<file path="config.mk">
export PLATFORM = sky130hd
export DESIGN_NAME = cpu0_mem_arbiter_flat
export DESIGN_NICKNAME = d
export VERILOG_FILES = /design/src/rtl/cpu0_mem_arbiter_if.sv /design/src/rtl/cpu0_mem_arbiter.sv /design/src/flat_wrapper.sv
export SDC_FILE = /design/constraint.sdc
export NUM_CORES = 1
export LEC_CHECK = 0
export CORE_MARGIN = 2
export CORE_UTILIZATION = 45
export DETAILED_ROUTE_END_ITERATION = 16
export PLACE_DENSITY = 0.93
export RECOVER_POWER = 50
export SYNTH_ARGS = -nofsm -noshare
export SYNTH_HDL_FRONTEND = slang
export SYNTH_SLANG_ARGS = --single-unit
</file>
<file path="constraint.sdc">
create_clock -name clock -period 3.3 [get_ports clock]
set_clock_uncertainty 0.15 [all_clocks]
set_input_delay 0.495 -clock clock [delete_from_list [all_inputs] [get_ports clock]]
set_output_delay 0.495 -clock clock [all_outputs]
set_load 0.01 [all_outputs]
</file>
<file path="src/rtl/cpu0_mem_arbiter_if.sv">
// Request/grant/valid bundle between the CPU0 requesters, the arbiter and the memory port.
// slave = arbiter view; master = requester and memory side.
interface cpu0_mem_arbiter_if #(
    parameter int AW = 32,
    parameter int DW = 32
);
    logic          i_req;
    logic [AW-1:0] i_addr;
    logic          i_gnt;
    logic [DW-1:0] i_rdata;
    logic          i_valid;

    logic          d_req;
    logic          d_we;
    logic [AW-1:0] d_addr;
    logic [DW-1:0] d_wdata;
    logic          d_gnt;
    logic [DW-1:0] d_rdata;
    logic          d_valid;

    logic          mem_req;
    logic          mem_we;
    logic [AW-1:0] mem_addr;
    logic [DW-1:0] mem_wdata;
    logic          mem_ack;
    logic [DW-1:0] mem_rdata;

    modport slave (
        input  i_req, i_addr, d_req, d_we, d_addr, d_wdata, mem_ack, mem_rdata,
        output i_gnt, i_rdata, i_valid, d_gnt, d_rdata, d_valid,
               mem_req, mem_we, mem_addr, mem_wdata
    );

    modport master (
        output i_req, i_addr, d_req, d_we, d_addr, d_wdata, mem_ack, mem_rdata,
        input  i_gnt, i_rdata, i_valid, d_gnt, d_rdata, d_valid,
               mem_req, mem_we, mem_addr, mem_wdata
    );
endinterface

</file>
<file path="src/rtl/cpu0_mem_arbiter.sv">
// Round-robin arbiter sharing the CPU0 memory port between fetch and data; gnt comb, valid at ack+1.
// No grants while an access is outstanding; optional mem_ack timeout via CPU0_ARB_TIMEOUT_EN.
module cpu0_mem_arbiter #(
    parameter int AW      = 32,
    parameter int DW      = 32,
    parameter int TIMEOUT = 16
) (
    input  logic                clock,
    input  logic                reset_n,
    cpu0_mem_arbiter_if.slave   bus,
    output logic                err
);
    typedef enum logic {IDLE, BUSY} state_t;
    typedef enum logic {SRC_I, SRC_D} src_t;

    state_t        state, state_nxt;
    src_t          owner, last;
    logic          win_i, win_d, grant, done, timeout;
    logic [DW-1:0] rdata_in;

    always_ff @(posedge clock or negedge reset_n) begin
        if (!reset_n) state <= IDLE;
        else          state <= state_nxt;
    end

    // Grants are gated by reset_n so nothing is accepted while the block is held in reset.
    always_comb begin
        state_nxt = state;
        win_i     = 1'b0;
        win_d     = 1'b0;
        done      = 1'b0;
        bus.i_gnt = 1'b0;
        bus.d_gnt = 1'b0;
        case (state)
            IDLE: begin
                if (reset_n) begin
                    win_d = bus.d_req && (!bus.i_req || last == SRC_I);
                    win_i = bus.i_req && !win_d;
                end
                bus.i_gnt = win_i;
                bus.d_gnt = win_d;
                if (win_i || win_d) state_nxt = BUSY;
            end
            BUSY: begin
                done = bus.mem_ack || timeout;
                if (done) state_nxt = IDLE;
            end
            default: state_nxt = IDLE;
        endcase
    end

    assign grant    = win_i || win_d;
    assign rdata_in = bus.mem_ack ? bus.mem_rdata : DW'(32'hDEADBEEF);

    always_ff @(posedge clock or negedge reset_n) begin
        if (!reset_n) begin
            bus.mem_req   <= 1'b0;
            bus.mem_we    <= 1'b0;
            bus.mem_addr  <= '0;
            bus.mem_wdata <= '0;
            bus.i_rdata   <= '0;
            bus.d_rdata   <= '0;
            bus.i_valid   <= 1'b0;
            bus.d_valid   <= 1'b0;
            owner         <= SRC_I;
            last          <= SRC_I;
        end else begin
            bus.i_valid <= done && owner == SRC_I;
            bus.d_valid <= done && owner == SRC_D;
            if (grant) begin
                bus.mem_req  <= 1'b1;
                bus.mem_we   <= win_d && bus.d_we;
                bus.mem_addr <= win_d ? bus.d_addr : bus.i_addr;
                if (win_d) bus.mem_wdata <= bus.d_wdata;
                owner <= win_d ? SRC_D : SRC_I;
                last  <= win_d ? SRC_D : SRC_I;
            end
            if (done) begin
                bus.mem_req <= 1'b0;
                bus.mem_we  <= 1'b0;
                if (owner == SRC_I)   bus.i_rdata <= rdata_in;
                else if (!bus.mem_we) bus.d_rdata <= rdata_in;
            end
        end
    end

`ifdef CPU0_ARB_TIMEOUT_EN
    localparam int CW = $clog2(TIMEOUT + 1);
    logic [CW-1:0] to_cnt;

    // Fires on the TIMEOUT-th consecutive BUSY cycle without ack; an ack in that cycle wins.
    assign timeout = (state == BUSY) && !bus.mem_ack && (to_cnt == CW'(TIMEOUT - 1));

    always_ff @(posedge clock or negedge reset_n) begin
        if (!reset_n) begin
            to_cnt <= '0;
            err    <= 1'b0;
        end else begin
            if (grant)                                to_cnt <= '0;
            else if (state == BUSY && !bus.mem_ack)   to_cnt <= to_cnt + 1'b1;
            if (timeout)                              err    <= 1'b1;
        end
    end
`else
    assign timeout = 1'b0;
    assign err     = 1'b0 & (TIMEOUT == 0);
`endif
endmodule

</file>
<file path="src/flat_wrapper.sv">
// flat-port wrapper written by rule: the top's interface ports become plain ports
module cpu0_mem_arbiter_flat 
#(
    parameter int AW      = 32,
    parameter int DW      = 32,
    parameter int TIMEOUT = 16
)
  (clock, reset_n, err, bus_i_req, bus_i_addr, bus_d_req, bus_d_we, bus_d_addr, bus_d_wdata, bus_mem_ack, bus_mem_rdata, bus_i_gnt, bus_i_rdata, bus_i_valid, bus_d_gnt, bus_d_rdata, bus_d_valid, bus_mem_req, bus_mem_we, bus_mem_addr, bus_mem_wdata);
  cpu0_mem_arbiter_if #(.AW(AW), .DW(DW)) bus_i ();
  input  logic clock;
  input  logic reset_n;
  output logic err;
  input wire logic [$bits(bus_i.i_req)-1:0] bus_i_req;
  input wire logic [$bits(bus_i.i_addr)-1:0] bus_i_addr;
  input wire logic [$bits(bus_i.d_req)-1:0] bus_d_req;
  input wire logic [$bits(bus_i.d_we)-1:0] bus_d_we;
  input wire logic [$bits(bus_i.d_addr)-1:0] bus_d_addr;
  input wire logic [$bits(bus_i.d_wdata)-1:0] bus_d_wdata;
  input wire logic [$bits(bus_i.mem_ack)-1:0] bus_mem_ack;
  input wire logic [$bits(bus_i.mem_rdata)-1:0] bus_mem_rdata;
  output wire logic [$bits(bus_i.i_gnt)-1:0] bus_i_gnt;
  output wire logic [$bits(bus_i.i_rdata)-1:0] bus_i_rdata;
  output wire logic [$bits(bus_i.i_valid)-1:0] bus_i_valid;
  output wire logic [$bits(bus_i.d_gnt)-1:0] bus_d_gnt;
  output wire logic [$bits(bus_i.d_rdata)-1:0] bus_d_rdata;
  output wire logic [$bits(bus_i.d_valid)-1:0] bus_d_valid;
  output wire logic [$bits(bus_i.mem_req)-1:0] bus_mem_req;
  output wire logic [$bits(bus_i.mem_we)-1:0] bus_mem_we;
  output wire logic [$bits(bus_i.mem_addr)-1:0] bus_mem_addr;
  output wire logic [$bits(bus_i.mem_wdata)-1:0] bus_mem_wdata;
  assign bus_i.i_req = bus_i_req;
  assign bus_i.i_addr = bus_i_addr;
  assign bus_i.d_req = bus_d_req;
  assign bus_i.d_we = bus_d_we;
  assign bus_i.d_addr = bus_d_addr;
  assign bus_i.d_wdata = bus_d_wdata;
  assign bus_i.mem_ack = bus_mem_ack;
  assign bus_i.mem_rdata = bus_mem_rdata;
  assign bus_i_gnt = bus_i.i_gnt;
  assign bus_i_rdata = bus_i.i_rdata;
  assign bus_i_valid = bus_i.i_valid;
  assign bus_d_gnt = bus_i.d_gnt;
  assign bus_d_rdata = bus_i.d_rdata;
  assign bus_d_valid = bus_i.d_valid;
  assign bus_mem_req = bus_i.mem_req;
  assign bus_mem_we = bus_i.mem_we;
  assign bus_mem_addr = bus_i.mem_addr;
  assign bus_mem_wdata = bus_i.mem_wdata;
  cpu0_mem_arbiter #(.AW(AW), .DW(DW), .TIMEOUT(TIMEOUT)) u_core (.clock(clock), .reset_n(reset_n), .bus(bus_i), .err(err));
endmodule
</file>
==> impl_metrics.env <==
export IMPL_overflow=0
export IMPL_cts_reportedPaths_clkPinSlew_ns=0.06
export IMPL_rsz0062_at_grt="false"
export IMPL_drive_gt1_share_pct=24.7
export IMPL_cts_sinks=134
export IMPL_r2r_setup_slack_ns=1.20
export IMPL_wl_met3_um=1540
export IMPL_violations="max-capacitance violations, max-slew violations"
export IMPL_rr_worst_depth=4
export IMPL_period_needed_ns=2.78
export IMPL_fin_setup_tns_ns=0
export IMPL_cts_path_max_buffers=2
export IMPL_drt_iter0_markers=168
export IMPL_cp_required_ns=2.65
export IMPL_final_cells=858
export IMPL_regArea_sq_um=3350
export IMPL_avgViaCountPerCell=4.92
export IMPL_clockRootBuffer="clkbuf_16"
export IMPL_worstPathArrival_ns=2.14
export IMPL_power_mw=8.00
export IMPL_relSlewSlack_pct=-16.8
export IMPL_gp_congestion=0.736
export IMPL_grt_max_degree=73
export IMPL_power_density_nw_per_um2=875
export IMPL_die_x_um=117
export IMPL_grt_pass1_wl_um=23800
export IMPL_critPathMaxStageDelay_ns=0.56
export IMPL_dp_slack_ns=0.618
export IMPL_timing_hold_ws_ns=0.321
export IMPL_m1WireLength_um=5670
export IMPL_finalCritPeriodShare_pct=84.4
export IMPL_dieArea_sq_um=13600
export IMPL_reg2reg_to="u_core.bus.mem_addr[0]"
export IMPL_vdd_drop_max_mv=0.570
export IMPL_final_cell_mix="clkdlybuf4s50_1 (222), dfrtp_1 (134), mux2_2 (82)"
export IMPL_crit_chain="dlygate4sd3_1 > buf_6 > nand3b_1 > inv_2 > clkdlybuf4s50_1"
export IMPL_maxCapViolCount=1
export IMPL_ys_seq_area_share_pct=58.6
export IMPL_rows=41
export IMPL_avgSynthCellArea_sq_um=14.2
export IMPL_tightest_slew_ns=1.75
export IMPL_startpoint_type="input pin"
export IMPL_hold_path_class="flip-flop to flip-flop"
export IMPL_drc=0
export IMPL_io_pins=269
export IMPL_dr_wl_met2_um=8370
export IMPL_syn_area_sq_um=5720
export IMPL_cp_top_family="buffers and inverters"
export IMPL_final_cell_area_sq_um=9140
export IMPL_antenna_found_initial=1
export IMPL_hp_start="u_core.bus.d_rdata[27]"
export IMPL_multiInputGateArea_sq_um=2180
export IMPL_htreeDepth=4
export IMPL_synth_seq_cells=134
export IMPL_clk_latency_ns=0.41
export IMPL_cp_slowest_cell="clkdlybuf4s50_1"
export IMPL_report_final_hold_viol_count=0
export IMPL_core_area_sq_um=12500
export IMPL_areaGrowthSynthToFinish_pct=59.7
export IMPL_vias=4220
export IMPL_dp_hpwl_um=11600
export IMPL_post_place_cells=824
export IMPL_fin_util_pct=73.1
export IMPL_hold_path_endpoint="u_core.bus.d_rdata[27]"
export IMPL_end_kind="primary output"
export IMPL_portBuffers=267
export IMPL_critPathKind="input pin to primary output"
export IMPL_die_h_um=117
export IMPL_final_common_cell="clkdlybuf4s50_1"
export IMPL_grt_pass1_vias=4576
export IMPL_holdPathStages=2
export IMPL_tritoncts="done"
export IMPL_fmax_mhz=359
export IMPL_drt_wl_total_um=16000
export IMPL_synth_fp_nets=537
export IMPL_fin_ws_ns=0.515
export IMPL_power_leakage_nw=4.06
export IMPL_grt_use_total_pct=23.5
export IMPL_netlist_instances=403
export IMPL_routed_top_layer="met4"
export IMPL_fillers=829
export IMPL_cts_buffers=17
export IMPL_initial_core_util_pct=45.7
export IMPL_post_dp_cell_area_sq_um=8500
export IMPL_reg2reg_from="u_core.state"
export IMPL_setup_viol_count_final=0
export IMPL_nets=806
export IMPL_drt_first_pass_iters=4
export IMPL_synth_cell_types=24
export IMPL_ys_warn_count=0
export IMPL_wl_per_cell_um=18.7
export IMPL_status="finished, violations left"
export IMPL_path_buf_inv=4
export IMPL_critPathMaxFanout=22
export IMPL_slew_violations=73
export IMPL_antenna_left=0
-- report_power, final --
part / switching [mW] / internal, mW / total (mW)
sequential: 0.409 / 2.38 / 2.78
combinational: 1.20 / 1.98 / 3.18
clock: 0.709 / 1.33 / 2.03
-- routing by layer --
metal,vias up,global-route usage [%]
met3,36,10.1
met4,0,10.2
met1,2066,23.9
met2,184,42.0
li1,1934,-
met5,-,0
-- worst min-delay path: stages, from the launching register on --
cell and delay, ns:
dfrtp_1 0.33, nand2_1 0.05, o21ai_0 0.06
-- synthesized netlist by cell type --
| cell type | number | share of area [%] |
|---|---|---|
| mux2_2 | 82 | 16 |
| nand4b_1 | 1 | 0.15 |
| buf_2 | 3 | 0.26 |
| inv_2 | 1 | 0.066 |
| o21ai_0 | 32 | 2.8 |
| nand2_1 | 43 | 2.8 |
| and3_1 | 2 | 0.22 |
| or2_1 | 1 | 0.11 |
| nand3b_4 | 1 | 0.35 |
| dfrtp_1 | 134 | 59 |
| mux2_4 | 45 | 12 |
| mux2_1 | 2 | 0.39 |
| nand3b_1 | 1 | 0.13 |
| buf_4 | 6 | 0.79 |
| a32oi_1 | 1 | 0.15 |
| inv_1 | 2 | 0.13 |
| nand2b_1 | 1 | 0.11 |
| nand3_1 | 1 | 0.087 |
| nor2_1 | 1 | 0.066 |
| nor2b_1 | 24 | 2.6 |
| conb_1 | 1 | 0.066 |
| clkbuf_1 | 10 | 0.66 |
| buf_6 | 7 | 1.4 |
| a21boi_1 | 1 | 0.13 |
-- worst max-delay path by stage --
stage               from                       end  slack (ns)  cells after the start
6_report         reset_n                 bus_d_gnt        0.52                      5
5_1_grt          reset_n  u_core.bus.mem_wdata[15]        0.31                      3
4_1_cts          reset_n                 bus_d_gnt        0.44                      5
3_5_place_dp   bus_d_req                 bus_d_gnt        0.62                      5
3_3_place_gp   bus_i_req                 bus_d_gnt        0.60                      5
2_1_floorplan  bus_d_req                 bus_d_gnt        1.48                      5
-- state kept, by name, summed over array words and instances (netlist names), 32 cells and up --
register	cells
u_core.bus.d_rdata	32
u_core.bus.i_rdata	32
u_core.bus.mem_addr	32
u_core.bus.mem_wdata	32
-- area by class of cell --
class | instances | area share (%)
antenna | 1 | 0.0274
clock buffer | 21 | 5.15
tap | 172 | 2.35
sequential | 134 | 36.7
timing repair buffer | 276 | 29.9
inverter | 3 | 0.123
clock inverter | 11 | 1.87
multi-input combinational | 240 | 23.9
-- repair_timing --
| item | 4_1_cts | 5_1_grt |
|---|---|---|
| setup buffers | 0 | 0 |
| gates resized for setup | 0 | 0 |
| hold buffers | 1 | 0 |
| endpoints found under the hold margin | 18 | 0 |
-- logic make-up (layout without fill, tap and decap cells) --
logic type | Yosys count | after routing | share of synthesized area, %
mux | 129 | 129 | 28.3
flops | 134 | 134 | 58.6
simple gates | 76 | 76 | 6.67
buf+inv | 29 | 311 | 3.28
other cells | 1 | 2 | 0.0655
compound gates | 34 | 34 | 3.08
Power figures use the tool's default switching activity.
